[src/rtl/jtkicker_sdram_arb.sv]
// Four-slot ROM read arbiter in front of a single SDRAM read port.
// Each slot keeps one cached 32-bit word; misses are served round-robin, one burst at a time.
module jtkicker_sdram_arb #(
    parameter logic [21:0] OFFSET0 = 22'h0,
    parameter logic [21:0] OFFSET1 = 22'h0,
    parameter logic [21:0] OFFSET2 = 22'h0,
    parameter logic [21:0] OFFSET3 = 22'h0
) (
    input  logic         clk,
    input  logic         rst,
    input  logic         downloading,
    input  logic [3:0]   slot_cs,
    input  logic [87:0]  slot_addr,
    output logic [3:0]   slot_ok,
    output logic [127:0] slot_dout,
    output logic         sdram_req,
    output logic [21:0]  sdram_addr,
    input  logic         sdram_ack,
    input  logic         data_dst,
    input  logic         data_rdy,
    input  logic [15:0]  data_read
);

    // Handshake: sdram_req rises with a stable sdram_addr and both hold until the
    // one-cycle sdram_ack; the burst then returns two data_dst words, the second
    // one flagged by data_rdy. Only one burst is ever outstanding.
    typedef enum logic [1:0] {IDLE, REQ, WAIT, FILL} state_t;

    state_t      state;
    logic [21:0] tag  [4];
    logic [31:0] data [4];
    logic [21:0] addr [4];
    logic [3:0]  valid;
    logic [3:0]  hit;
    logic [3:0]  miss;
    logic [1:0]  rr;
    logic [1:0]  grant;
    logic [1:0]  pick;
    logic [21:0] pend_tag;
    logic [15:0] lo_word;
    logic        req_r;

    function automatic logic [21:0] offset_of(input logic [1:0] n);
        case (n)
            2'd0:    offset_of = OFFSET0;
            2'd1:    offset_of = OFFSET1;
            2'd2:    offset_of = OFFSET2;
            default: offset_of = OFFSET3;
        endcase
    endfunction

    for (genvar n = 0; n < 4; n++) begin : g_slot
        assign addr[n] = slot_addr[22*n +: 22];
        assign hit[n]  = slot_cs[n] & valid[n] & (tag[n] == addr[n]);
    end

    assign slot_ok   = hit & {4{~downloading}};
    assign miss      = slot_cs & ~hit;
    assign slot_dout = {data[3], data[2], data[1], data[0]};
    assign sdram_req = req_r & ~downloading;

    // First missing slot at or after the round-robin pointer, wrapping modulo 4.
    always_comb begin
        logic       found;
        logic [1:0] idx;
        pick  = rr;
        found = 1'b0;
        idx   = 2'd0;
        for (int k = 0; k < 4; k++) begin
            idx = rr + 2'(k);
            if (!found && miss[idx]) begin
                pick  = idx;
                found = 1'b1;
            end
        end
    end

    always_ff @(posedge clk or posedge rst) begin
        if (rst) begin
            state      <= IDLE;
            req_r      <= 1'b0;
            sdram_addr <= '0;
            valid      <= '0;
            rr         <= '0;
            grant      <= '0;
            pend_tag   <= '0;
            lo_word    <= '0;
            for (int n = 0; n < 4; n++) begin
                tag[n]  <= '0;
                data[n] <= '0;
            end
        end else if (downloading) begin
            valid <= '0;
            req_r <= 1'b0;
            state <= IDLE;
        end else begin
            case (state)
                IDLE: begin
                    if (|miss) begin
                        grant      <= pick;
                        pend_tag   <= addr[pick];
                        sdram_addr <= addr[pick] + offset_of(pick);
                        req_r      <= 1'b1;
                        state      <= REQ;
                    end
                end
                REQ: begin
                    if (sdram_ack) begin
                        req_r <= 1'b0;
                        if (data_dst) begin
                            lo_word <= data_read;
                            state   <= FILL;
                        end else begin
                            state <= WAIT;
                        end
                    end
                end
                WAIT: begin
                    if (data_dst) begin
                        lo_word <= data_read;
                        state   <= FILL;
                    end
                end
                FILL: begin
                    // Tag, data and valid are written together so a slot whose
                    // address moved mid-burst never sees data under a wrong tag.
                    if (data_dst && data_rdy) begin
                        data[grant]  <= {data_read, lo_word};
                        tag[grant]   <= pend_tag;
                        valid[grant] <= 1'b1;
                        rr           <= grant + 2'd1;
                        state        <= IDLE;
                    end
                end
                default: state <= IDLE;
            endcase
        end
    end

endmodule

[config.mk]
export PLATFORM = sky130hd
export DESIGN_NAME = jtkicker_sdram_arb
export DESIGN_NICKNAME = d
export VERILOG_FILES = /design/src/rtl/jtkicker_sdram_arb.sv
export SDC_FILE = /design/constraint.sdc
export NUM_CORES = 1
export LEC_CHECK = 0
export BUFFER_PORTS_ARGS = -buffer_cell sky130_fd_sc_hd__buf_2
export CORE_ASPECT_RATIO = 1.5
export CORE_UTILIZATION = 45
export CTS_BUF_LIST = sky130_fd_sc_hd__clkbuf_16
export CTS_CLUSTER_DIAMETER = 120
export DETAILED_ROUTE_END_ITERATION = 10
export GPL_TIMING_DRIVEN = 0
export PLACE_DENSITY = 0.68
export SYNTH_ARGS = -nofsm -noshare
export SYNTH_HDL_FRONTEND = slang
export SYNTH_SLANG_ARGS = --single-unit
[constraint.sdc]
create_clock -name clk -period 11.26 [get_ports clk]
set_input_delay 2.252 -clock clk [delete_from_list [all_inputs] [get_ports clk]]
set_output_delay 2.252 -clock clk [all_outputs]
set_load 0.1 [all_outputs]
==> impl_metrics.toml, run 1 <==
[sta]
final_hold_viol_count = 0
rsz0062_at_grt = "no"
worst_pin_slew_ns = 0.944
fin_crit_sh_pct = 58.7
slew_headroom_pct = 37.1
whs_ns = 0.500
min_period_ns = 6.61
setup_ws_ns = 4.65
slew_viol_final = 0
setup_viol = 0
fmax_mhz = 151
fin_skew_ns = 0.0108

[route]
post_drt_wl_per_cell_um = 22.8
drc = 0
wirelength_um = 33700
drtAntennaViolNets = 0
viasPerCell = 5.35
drt_iter0_drc = 358
vias = 7888
first_pass_iters = 5

[clock_tree]
post_cts_buffers = 0
cts_tree = "yes"
clockBufferDepth = 3
cts-root-buf = "clkbuf_16"
h-tree-depth = 1
hold_buffers = 0
cts_resized = 0
clk_pin_slew_worst_paths_ns = 0.06
worst_skew_pair.late_latency_ns = 0.53
cts_made_buffers = 26
clock-sinks = 265

[power]
vdd_drop_max_uv = 227
p_leak_nw = 7.80
power_mw = 3.86
p_per_area_nw_per_um2 = 267

[floorplan]
core_sq_um = 25800
die_y_um = 200
dieWidth_um = 134
num_rows = 72
start_util_pct = 45.8
die_area_sq_um = 26900
ios = 269

[logic_synthesis]
synth_flop_cell = "dfrtp_1"
postSynthAreaPerCell_sq_um = 14.3
async_reset_ff_share_pct = 100
synth_area_leader_cell = "dfrtp_1"
synth.most_common_cell = "dfrtp_1"
synth_top_cell_area_share_pct = 56.1
synth.distinct_cells = 44
synthTopCellsByCount = "dfrtp_1 (265), mux2_2 (232), xor2_1 (65)"
ys_seq_area_share_pct = 56.1
yosys_warnings = 0
netlist_instances = 825
synth_edf_count = 0
ys_seq_elements = 265
synth.area.top_cells = "dfrtp_1 (56%), mux2_2 (22%), xor2_1 (4.8%)"
synth_area_sq_um = 11800
syn_nets = 948

[final_layout]
syn_to_final_growth_pct = 22.4
drive_above_1_share_pct = 50.9
final_util_pct = 56.1
layout.cells.non_filler = 1475
nets = 1246

[setup_path]
crit_required_ns = 9.01
end_kind = "output port"
cp_max_fo = 2
start_kind = "input port"
path_class = "input port to output port"
arrival_ns = 4.36

[grt]
grt_pass1_vias = 8517
grt-ovfl-total = 0
antenna_found_initial = 5
grt_max_degree = 111
grt_pass1_wl_um = 51000
grtUsageTotal_pct = 25.6

[place]
routabilityCongestion = 0.861
dpl.hpwl_um = 24800
placedCellCount = 1428
io_buffers = 268
dp_slack_ns = 4.75

[hold_path]
min_path_type = "flip-flop to flip-flop"

[run_status]
status = "finished clean"

[flow_run]
maxCapViolCount = 0
-- final cells by class --
class	count	area (sq um)
buffer	37	201
tap	333	417
clock inverter	19	145
multi-input combinational	513	4940
clock buffer	27	676
antenna	1	2.50
fill	2183	11300
sequential	265	6630
timing repair buffer	270	1400
inverter	10	45.0
-- metal layers --
layer  routed length, um  track usage (%)  vias up  share of wire [%]
met5                  48                0        -               0.14
met4                1820             13.2        8                5.4
met3                2360             5.68       77                7.0
met2               17000             44.6      302                 50
met1               12400             29.3     3955                 37
li1                    -                -     3546                  -
-- final timing paths --
kind                                from            end  slack, ns  cells past startpoint
setup / recovery           slot_addr[36]     slot_ok[1]       4.65                      6
hold / removal             slot_dout[84]  slot_dout[84]       0.50                      1
setup reg to reg                 tag[58]  sdram_addr[6]       7.86                     10
hold reg to reg            slot_dout[84]  slot_dout[84]       0.50                      1
max in group asynchronous            rst  slot_dout[44]       8.18                      4
min in group asynchronous            rst          req_r       1.72                      2
-- critical path, stage by stage --
cell     delay (ns)
buf_2          0.12
xor2_1         0.20
nor4_1         0.55
nand4_1        0.27
nor4_1         0.44
buf_2          0.52
-- state kept, by name (all words and copies together) (netlist names) --
register and count:
grant 2, req_r 1, sdram_addr 22, state 2, valid 4, lo_word 16
slot_dout 128, rr 2, tag 88
-- power by group --
part | switching, mW | total (mW) | leakage (nW) | internal (mW)
Combinational | 1.27 | 1.65 | 3.79 | 0.382
Sequential | 0.187 | 1.35 | 3.60 | 1.17
Clock | 0.373 | 0.853 | 0.410 | 0.479
-- layout by cell type, fill, tap and decap left out, types with 2 or more instances in the layout --
master / Yosys / routed
buf_16: 0 / 2
a21oi_1: 8 / 8
inv_1: 10 / 11
nand4_1: 8 / 8
nor2_1: 6 / 6
o21ai_0: 6 / 6
o211ai_1: 3 / 3
nand2_1: 38 / 38
buf_4: 5 / 5
nor2b_1: 3 / 3
buf_2: 2 / 270
buf_6: 4 / 4
o221ai_2: 19 / 19
xor2_1: 65 / 65
bufinv_16: 0 / 2
nor4_1: 15 / 15
clkinv_2: 0 / 8
clkbuf_1: 24 / 24
clkinv_1: 0 / 4
nor4_2: 2 / 2
mux2i_1: 47 / 47
xnor2_1: 23 / 23
ha_1: 9 / 9
nor3_1: 3 / 3
mux2_2: 232 / 232
dfrtp_1: 265 / 265
o221ai_1: 4 / 4
clkinvlp_4: 0 / 3
o21a_1: 2 / 2
o21ai_1: 2 / 2
a211oi_1: 2 / 2
clkbuf_16: 0 / 27
-- kinds of logic (layout without fill, tap and decap cells) --
kind of cell	after synthesis	after routing	synth area share [%]
XOR/XNOR	88	88	6.53
AO/OA/AOI/OAI	54	54	4.49
adder cells (fa/ha/maj)	9	9	0.953
other	0	1	0
AND/OR/NAND/NOR	83	83	3.76
multiplexers	279	279	26.1
flip-flops	265	265	56.1
buffers and inverters	47	363	2.02
-- per-stage QoR --
stage,setup TNS (ns),area (sq um)
after floorplan,0,11800
after global placement,-353.18,13600
after detailed placement,0,13600
after CTS,0,14500
after global routing,0,14500
final,0,14500
Power figures use the tool's default switching activity.
==> run 2: changes to the inputs <==
PLACE_DENSITY = 0.71   (was 0.68)
clock period = 5.6 ns   (was 11.26 ns; I/O delays follow)
==> impl_metrics.toml, run 2 (synthesized netlist as in run 1, its figures left out) <==
[grt]
grt_pass1_wl_um = 50800
grt_pass1_vias = 8482
grtUsageTotal_pct = 25.4
grt_max_degree = 45
antenna_found_initial = 4
grt-ovfl-total = 0

[clock_tree]
cts_made_buffers = 26
cts_resized = 0
clock-sinks = 265
cts_tree = "yes"
post_cts_buffers = 0
worst_skew_pair.late_latency_ns = 0.55
h-tree-depth = 1
clockBufferDepth = 3
cts-root-buf = "clkbuf_16"
clk_pin_slew_worst_paths_ns = 0.06
hold_buffers = 0

[place]
io_buffers = 268
routabilityCongestion = 0.861
dp_slack_ns = 1.32
dpl.hpwl_um = 24700
placedCellCount = 1432

[final_layout]
final_util_pct = 56.6
layout.cells.non_filler = 1480
largest_register_ffs = 128
final_cell_mix = "buf_2 (270), dfrtp_1 (265), mux2_2 (232), xor2_1 (65), mux2i_1 (47)"
syn_to_final_growth_pct = 23.4
drive_above_1_share_pct = 51.0
nets = 1250
final_common_cell = "buf_2"
antennaDiodeCount = 0

[power]
p_per_area_nw_per_um2 = 539
power_mw = 7.86
p_leak_nw = 7.86
vdd_drop_max_uv = 423

[route]
drt_iter0_drc = 281
post_drt_wl_per_cell_um = 22.5
drtAntennaViolNets = 0
drc = 0
wirelength_um = 33300
vias = 7911
viasPerCell = 5.35
first_pass_iters = 4

[sta]
fin_skew_ns = 0.0206
setup_viol = 0
rsz0062_at_grt = "no"
slew_headroom_pct = 41.4
worst_pin_slew_ns = 0.879
fin_crit_sh_pct = 76.9
setup_ws_ns = 1.29
slew_viol_final = 0
fmax_mhz = 232
min_period_ns = 4.31
final_hold_viol_count = 0

[floorplan]
dieWidth_um = 134
num_rows = 72
ios = 269
start_util_pct = 45.8
die_y_um = 200
core_sq_um = 25800
die_area_sq_um = 26900

[setup_path]
path_class = "input port to output port"
worstRegToRegCells = 10
end_kind = "output port"
arrival_ns = 3.19
crit_required_ns = 4.48
reg2reg_from = "tag[31]"
cp-startpoint = "slot_addr[53]"
cp_max_fo = 3
start_kind = "input port"
r2r_setup_slack_ns = 2.12

[flow_run]
maxCapViolCount = 0

[run_status]
status = "finished clean"

[hold_path]
hp-start = "slot_dout[36]"
min_path_type = "flip-flop to flip-flop"
min_path_cells = 1
==> run 2: cell types whose count changed in the layout (fill, tap and decap cells not counted), moves of 2 or more <==
| cell | previous run | this run |
|---|---|---|
| buf_16 | 2 | 0 |
| buf_12 | 0 | 6 |
| inv_6 | 0 | 2 |
| clkinvlp_4 | 3 | 1 |
| bufinv_16 | 2 | 4 |
| inv_1 | 11 | 13 |
| clkinv_2 | 8 | 5 |
==> run 2: through the flow <==
stage | cell area [sq um] | hold slack [ns] | TNS (ns)
6_report | 14600 | 0.500 | 0
5_1_grt | 14600 | 0.509 | 0
4_1_cts | 14600 | 0.505 | 0
3_5_place_dp | 13700 | 0.488 | 0
3_3_place_gp | 13600 | 0.478 | -150.99
2_1_floorplan | 11800 | 0.462 | 0
==> run 2: path summary, 6_finish.rpt <==
path / to
worst max-delay path: slot_ok[2]
worst min-delay path: slot_dout[36]
worst max register to register: sdram_addr[2]
worst min register to register: slot_dout[36]
max in group asynchronous: slot_dout[6]
min in group asynchronous: tag[66]
==> run 2: critical path, cell delays in order <==
cell and delay, ns:
buf_2 0.12, xnor2_1 0.25, nand4_1 0.38, or4_1 0.59, nor3_1 0.25, buf_2 0.47
==> run 2: power breakdown <==
part           total [mW]  internal (mW)  leakage [nW]  switching [mW]
clock network        1.81           1.04         0.446           0.777
registers            2.72           2.35          3.60           0.374
logic                3.32          0.771          3.82            2.55
total                7.86           4.16          7.86            3.70
==> run 2: layout make-up <==
class | count | area [sq um]
multi-input cells | 513 | 4950
plain buffers | 37 | 201
repair buffers | 274 | 1460
well taps | 333 | 417
flip-flops and latches | 265 | 6630
fillers | 2189 | 11200
clock inverters | 22 | 221
inverters | 10 | 41.3
clock buffers | 26 | 651
==> run 2: per-layer routing <==
| metal | vias to the layer above | global-route usage (%) | part of all wire, % |
|---|---|---|---|
| met3 | 74 | 5.93 | 7.3 |
| met4 | 8 | 11.9 | 4.5 |
| met1 | 3976 | 29.2 | 37 |
| met5 | - | 0 | 0.16 |
| met2 | 292 | 44.4 | 51 |
| li1 | 3561 | - | - |
